--- config.mk ---
export PLATFORM = sky130hd
export DESIGN_NAME = time_adjuster
export DESIGN_NICKNAME = d
export VERILOG_FILES = /design/src/rtl/time_adjuster.sv
export SDC_FILE = /design/constraint.sdc
export NUM_CORES = 1
export LEC_CHECK = 0
export ABC_CLOCK_PERIOD_IN_PS = 9600
export BUFFER_PORTS_ARGS = -buffer_cell sky130_fd_sc_hd__buf_2
export CORE_ASPECT_RATIO = 0.9
export CORE_UTILIZATION = 58
export DETAILED_ROUTE_END_ITERATION = 10
export PLACE_DENSITY_LB_ADDON = 0.1
export SETUP_SLACK_MARGIN = 0.5
export SYNTH_ARGS = -nofsm -noshare
export SYNTH_HDL_FRONTEND = slang
export SYNTH_SLANG_ARGS = --single-unit
--- constraint.sdc ---
create_clock -name clk -period 9.6 [get_ports clk]
set_clock_uncertainty 0.1 [all_clocks]
set_input_delay 2.4 -clock clk [delete_from_list [all_inputs] [get_ports clk]]
set_output_delay 2.4 -clock clk [all_outputs]
set_load 0.05 [all_outputs]
--- src/rtl/time_adjuster.sv ---
// Time-setting datapath: holds the BCD hours/minutes/seconds being edited,
// applies increment presses (with hold-to-repeat) to the selected field and
// produces a blink mask so the display can flash the field under edit.
module time_adjuster #(
   parameter int REPEAT_DELAY  = 8,
   parameter int REPEAT_PERIOD = 2,
   parameter int BLINK_TICKS   = 4
) (
   input  logic       clk,
   input  logic       reset,
   input  logic       adjuster_clk,
   input  logic       adjuster_load,
   input  logic [2:0] adjust_mode,
   input  logic       increment,
   input  logic [7:0] timer_hours,
   input  logic [7:0] timer_minutes,
   input  logic [7:0] timer_seconds,
   output logic [7:0] adj_hours,
   output logic [7:0] adj_minutes,
   output logic [7:0] adj_seconds,
   output logic [2:0] blank_mask
);

   localparam logic [1:0] ST_IDLE   = 2'd0;
   localparam logic [1:0] ST_DELAY  = 2'd1;
   localparam logic [1:0] ST_REPEAT = 2'd2;

   localparam logic [15:0] DELAY_LAST  = 16'(REPEAT_DELAY - 1);
   localparam logic [15:0] PERIOD_LAST = 16'(REPEAT_PERIOD - 1);
   localparam logic [15:0] BLINK_LAST  = 16'(BLINK_TICKS - 1);

   logic        prev_adjuster_clk_r;
   logic        prev_increment_r;
   logic [2:0]  prev_mode_r;
   logic        pending_r;
   logic        hold_block_r;   // button held through reset; cleared once released
   logic [1:0]  state_r;
   logic [15:0] cnt_r;
   logic [15:0] blink_cnt_r;
   logic        blink_phase_r;  // 1 = field blanked
   logic [7:0]  adj_hours_r;
   logic [7:0]  adj_minutes_r;
   logic [7:0]  adj_seconds_r;

   logic        tick_s;
   logic        press_s;
   logic        mode_valid_s;
   logic        mode_change_s;
   logic [1:0]  fsm_cur_s;
   logic [1:0]  state_next_s;
   logic [15:0] cnt_next_s;
   logic        step_s;
   logic        blink_restart_s;
   logic [15:0] blink_cnt_next_s;
   logic        blink_phase_next_s;
   logic [7:0]  hours_next_s;
   logic [7:0]  minutes_next_s;
   logic [7:0]  seconds_next_s;

   // Advance one BCD field, wrapping at its limit; out-of-range values go to 00.
   function automatic logic [7:0] bcd_step(input logic [7:0] value, input logic [7:0] limit);
      logic [7:0] result;
      if (value >= limit) begin
         result = 8'h00;
      end else if (value[3:0] >= 4'd9) begin
         result = {value[7:4] + 4'd1, 4'd0};
      end else begin
         result = {value[7:4], value[3:0] + 4'd1};
      end
      return result;
   endfunction

   assign tick_s        = adjuster_clk & ~prev_adjuster_clk_r;
   assign press_s       = increment & ~prev_increment_r;
   assign mode_change_s = (adjust_mode != prev_mode_r);

   // Only the three one-hot codes select a field; anything else means idle.
   always_comb begin
      mode_valid_s = 1'b0;
      case (adjust_mode)
         3'b100, 3'b010, 3'b001: mode_valid_s = 1'b1;
         default:                mode_valid_s = 1'b0;
      endcase
   end

   // Hold FSM next state for a tick without load; a mode change restarts from IDLE.
   always_comb begin
      state_next_s = ST_IDLE;
      cnt_next_s   = 16'd0;
      step_s       = 1'b0;
      fsm_cur_s    = mode_change_s ? ST_IDLE : state_r;
      if (!mode_valid_s) begin
         state_next_s = ST_IDLE;
         cnt_next_s   = 16'd0;
      end else begin
         case (fsm_cur_s)
            ST_IDLE: begin
               if ((increment & ~hold_block_r) | pending_r) begin
                  step_s       = 1'b1;
                  state_next_s = ST_DELAY;
               end else begin
                  state_next_s = ST_IDLE;
               end
               cnt_next_s = 16'd0;
            end
            ST_DELAY: begin
               if (!increment) begin
                  state_next_s = ST_IDLE;
                  cnt_next_s   = 16'd0;
               end else if (cnt_r == DELAY_LAST) begin
                  step_s       = 1'b1;
                  state_next_s = ST_REPEAT;
                  cnt_next_s   = 16'd0;
               end else begin
                  state_next_s = ST_DELAY;
                  cnt_next_s   = cnt_r + 16'd1;
               end
            end
            ST_REPEAT: begin
               if (!increment) begin
                  state_next_s = ST_IDLE;
                  cnt_next_s   = 16'd0;
               end else if (cnt_r == PERIOD_LAST) begin
                  step_s       = 1'b1;
                  state_next_s = ST_REPEAT;
                  cnt_next_s   = 16'd0;
               end else begin
                  state_next_s = ST_REPEAT;
                  cnt_next_s   = cnt_r + 16'd1;
               end
            end
            default: begin
               state_next_s = ST_IDLE;
               cnt_next_s   = 16'd0;
            end
         endcase
      end
   end

   // Blink timing; any visible change restarts the visible half-period.
   always_comb begin
      blink_restart_s    = step_s | mode_change_s | ~mode_valid_s;
      blink_cnt_next_s   = 16'd0;
      blink_phase_next_s = 1'b0;
      if (blink_restart_s) begin
         blink_cnt_next_s   = 16'd0;
         blink_phase_next_s = 1'b0;
      end else if (blink_cnt_r == BLINK_LAST) begin
         blink_cnt_next_s   = 16'd0;
         blink_phase_next_s = ~blink_phase_r;
      end else begin
         blink_cnt_next_s   = blink_cnt_r + 16'd1;
         blink_phase_next_s = blink_phase_r;
      end
   end

   // Field update: only the selected field steps, no carry between fields.
   always_comb begin
      hours_next_s   = adj_hours_r;
      minutes_next_s = adj_minutes_r;
      seconds_next_s = adj_seconds_r;
      if (step_s) begin
         case (adjust_mode)
            3'b100:  hours_next_s   = bcd_step(adj_hours_r, 8'h23);
            3'b010:  minutes_next_s = bcd_step(adj_minutes_r, 8'h59);
            3'b001:  seconds_next_s = bcd_step(adj_seconds_r, 8'h59);
            default: hours_next_s   = adj_hours_r;
         endcase
      end else begin
         hours_next_s = adj_hours_r;
      end
   end

   // State registers; everything except edge/press tracking moves only on ticks.
   always_ff @(posedge clk) begin
      if (reset) begin
         prev_adjuster_clk_r <= 1'b0;
         prev_increment_r    <= 1'b1;
         prev_mode_r         <= 3'b000;
         pending_r           <= 1'b0;
         hold_block_r        <= 1'b1;
         state_r             <= ST_IDLE;
         cnt_r               <= 16'd0;
         blink_cnt_r         <= 16'd0;
         blink_phase_r       <= 1'b0;
         adj_hours_r         <= 8'h00;
         adj_minutes_r       <= 8'h00;
         adj_seconds_r       <= 8'h00;
      end else begin
         prev_adjuster_clk_r <= adjuster_clk;
         prev_increment_r    <= increment;
         if (!increment) begin
            hold_block_r <= 1'b0;
         end
         if (tick_s) begin
            pending_r <= 1'b0;
         end else if (press_s) begin
            pending_r <= 1'b1;
         end
         if (tick_s) begin
            prev_mode_r <= adjust_mode;
            if (adjuster_load) begin
               adj_hours_r   <= timer_hours;
               adj_minutes_r <= timer_minutes;
               adj_seconds_r <= timer_seconds;
               state_r       <= ST_IDLE;
               cnt_r         <= 16'd0;
               blink_cnt_r   <= 16'd0;
               blink_phase_r <= 1'b0;
            end else begin
               adj_hours_r   <= hours_next_s;
               adj_minutes_r <= minutes_next_s;
               adj_seconds_r <= seconds_next_s;
               state_r       <= state_next_s;
               cnt_r         <= cnt_next_s;
               blink_cnt_r   <= blink_cnt_next_s;
               blink_phase_r <= blink_phase_next_s;
            end
         end
      end
   end

   assign adj_hours   = adj_hours_r;
   assign adj_minutes = adj_minutes_r;
   assign adj_seconds = adj_seconds_r;
   assign blank_mask  = (blink_phase_r & mode_valid_s) ? adjust_mode : 3'b000;

endmodule
==> results.py <==
metrics = {
    "pwr": {
        "internal_power_mw": 0.422,
        "p_per_area_mw_per_mm2": 137,
        "seq_power_share_pct": 49.0,
        "p_sw_share_pct": 28.3,
        "finalPower_mw": 0.588,
        "pwr-share-comb_pct": 14.0,
        "leakage_nw": 1.75,
        "ir_drop_uv": 92.1,
        "p_clk_share_pct": 37.0,
        "p_switching_mw": 0.167,
    },
    "route": {
        "drt_iter0_drc": 264,
        "wl_per_cell_um": 14.2,
        "first_pass_iters": 4,
        "routed_via_density": 5.87,
        "drc": 0,
        "ant_nets": 0,
        "wl_um": 8730,
        "vias": 3618,
    },
    "timing": {
        "worst_slew_pin_slew_ns": 0.947,
        "relSlewSlack_pct": 36.1,
        "rsz0062_at_grt": "false",
        "finalCritPeriodShare_pct": 59.5,
        "maxSlewViolCount": 0,
        "setup_tns_ns": 0,
        "clock.fmax_mhz": 175,
        "period_needed_ns": 5.71,
        "setup_ws_ns": 3.89,
        "hold_viol": 0,
        "setup_viol_count_final": 0,
    },
    "setup_path": {
        "crit_type": "in2out",
        "crit_fanout": 7,
        "cp.required_ns": 7.10,
        "path_common_cell": "buf_2",
        "critical_path.cell_chain": "buf_2, nand2b_1, nor2_1, buf_2",
        "critPathCaptureType": "primary output",
        "start_kind": "primary input",
        "cpMaxStageDelayCell": "buf_2",
        "arrival_ns": 3.21,
        "critPathMaxStageDelay_ns": 0.28,
    },
    "placement": {
        "routabilityCongestion": 0.814,
        "dp.cells": 602,
        "portBuffers": 58,
        "dpl-instance-area_mm2": 0.00413,
        "post-dp-hpwl_um": 6120,
        "place_ws_ns": 3.90,
    },
    "logic_synthesis": {
        "synth_nets": 530,
        "synth_edf_count": 0,
        "synth_top_area_share_pct": 34.7,
        "ys_seq_area_share_pct": 34.7,
        "ys_async_sr_fraction_pct": 0,
        "yosys.area.top_type": "dfxtp_1",
        "yosys_warnings": 0,
        "ys_types": 55,
        "synth_most_common_cell": "dfxtp_1",
        "synth_ff_type": "dfxtp_1",
        "synthTopCellsByCount": "dfxtp_1, nand2_1, nor2_1",
        "avgSynthCellArea_um2": 8.01,
        "synthTopCellsByArea": "dfxtp_1, ha_1, nand2_1",
        "syn_inst": 476,
        "syn_area_mm2": 0.00381,
        "ys_ff_latch": 66,
    },
    "status": {
        "status": "complete, no violations",
    },
    "run": {
        "drv_cap": 0,
    },
    "clock_network": {
        "cts.clk_slew.worst_paths_ns": 0.07,
        "cts-buffers-inserted": 9,
        "post_cts_buffers": 0,
        "cts_hold_buffers": 0,
        "clock-sinks": 66,
        "cts-root-buf": "clkbuf_8",
        "clk_latency_ns": 0.34,
        "cts_tree": "yes",
        "post_cts_resized": 0,
        "clk_path_buf_depth": 2,
        "htree_levels": 3,
    },
    "final_layout": {
        "drive_gt1_share_pct": 15.7,
        "layout.nets": 580,
        "area.growth.synth_to_final_pct": 13.0,
        "final_area_mm2": 0.00431,
        "antennaDiodeCount": 0,
        "stdcell_count": 616,
        "fill_cells": 559,
    },
    "global_route": {
        "grt_pass1_wl_um": 14800,
        "grt_pass1_vias": 3302,
        "grt_max_degree": 49,
        "grt.total_usage_pct": 26.9,
        "overflow": 0,
        "antenna_found_initial": 0,
    },
    "floorplanning": {
        "die_w_um": 87.4,
        "rows": 27,
        "coreArea_mm2": 0.00622,
        "start_util_pct": 61.3,
        "fp.dieH_um": 78.9,
        "io-pin-count": 59,
        "die_area_mm2": 0.00690,
    },
    "min_path": {
        "min_path_type": "reg2reg",
    },
}
[power by group through the flow]
| stage | logic (mW) | clock network, mW | registers (mW) |
|---|---|---|---|
| 6_report | 0.0824 | 0.218 | 0.288 |
| 2_1_floorplan | 0.0437 | 0 | 0.310 |
| 3_5_place_dp | 0.0820 | 0 | 0.294 |
| 3_3_place_gp | 0.0794 | 0 | 0.294 |
| 5_1_grt | 0.0899 | 0.234 | 0.289 |
| 4_1_cts | 0.0826 | 0.223 | 0.288 |
[through the flow]
step / hold WS (ns) / utilization (%)
2_1_floorplan: 0.322 / -
3_3_place_gp: 0.332 / 66.5
3_5_place_dp: 0.354 / 66.5
4_1_cts: 0.366 / 69.3
5_1_grt: 0.379 / 69.3
6_report: 0.361 / 69.3
[cell type report]
cell class / instances / area, um^2 / share of cell area, %
Inverter: 23 / 86.3 / 2.00
Tap cell: 87 / 109 / 2.53
Sequential cell: 66 / 1320 / 30.7
Timing Repair Buffer: 60 / 305 / 7.09
Clock inverter: 4 / 45.0 / 1.05
Multi-Input combinational cell: 366 / 2310 / 53.7
Clock buffer: 10 / 128 / 2.96
[final timing paths]
kind / startpoint / depth (start not counted) / slack (ns) / end
max: adjust_mode[0] / 4 / 3.89 / blank_mask[1]
min: hold_block_r / 2 / 0.36 / hold_block_r
max reg2reg: prev_adjuster_clk_r / 6 / 6.51 / adj_seconds[2]
min reg2reg: hold_block_r / 2 / 0.36 / hold_block_r
[worst max-delay path: cells and delay by family]
kind	cells	cell delay [ns]
buffers and inverters	2	0.43
and+or+nand+nor	2	0.38
[logic make-up (layout without fill, tap and decap cells)]
family | count (synthesis) | count (layout) | synth area share, %
AOI/OAI and AO/OA | 127 | 127 | 23.4
xor gates and xnor gates | 19 | 19 | 4.37
adders and majority gates | 22 | 22 | 7.22
buffers and inverters | 44 | 97 | 4.66
DFF | 66 | 66 | 34.7
muxes | 2 | 2 | 0.525
and+or+nand+nor | 196 | 196 | 25.1
[metal layers]
metal | GRT usage (%) | up-vias | routed length, um
li1 | - | 1824 | -
met3 | 7.28 | 5 | 402
met2 | 44.5 | 81 | 4160
met1 | 34.8 | 1708 | 4100
met5 | 0 | - | 0
met4 | 6.07 | 0 | 60
[cell usage in the layout (no fill, tap or decap), types with 2 or more instances in the layout]
master	n
clkbuf_8	9
nor4_1	5
a311oi_1	4
xnor2_1	4
o31ai_1	2
o311ai_0	5
nand3_1	28
and4_1	2
a22oi_1	7
a32o_1	3
a2111oi_0	4
nor2_1	37
nor2b_1	3
nand3b_1	5
xor2_1	15
buf_2	58
o21ai_0	29
or2_2	3
a22o_1	2
mux2i_1	2
inv_1	23
a21oi_1	29
clkinv_2	3
o211ai_1	3
or3_1	7
a211oi_1	12
nor3_1	17
nand2b_1	11
buf_4	2
nand4_1	9
a31o_2	4
a21o_1	6
o41a_1	2
nand2_1	55
and3_1	10
ha_1	22
a221oi_1	2
o2111ai_1	2
dfxtp_1	66
[registers in the layout, indices dropped and copies added (netlist names)]
| signal | count |
|---|---|
| blink_cnt_r | 16 |
| cnt_r | 16 |
| adj_hours | 8 |
| adj_minutes | 8 |
| adj_seconds | 8 |
| prev_mode_r | 3 |
| state_r | 2 |
| blink_phase_r | 1 |
| hold_block_r | 1 |
| pending_r | 1 |
| prev_adjuster_clk_r | 1 |
| prev_increment_r | 1 |
(Power assumes the default switching activity.)
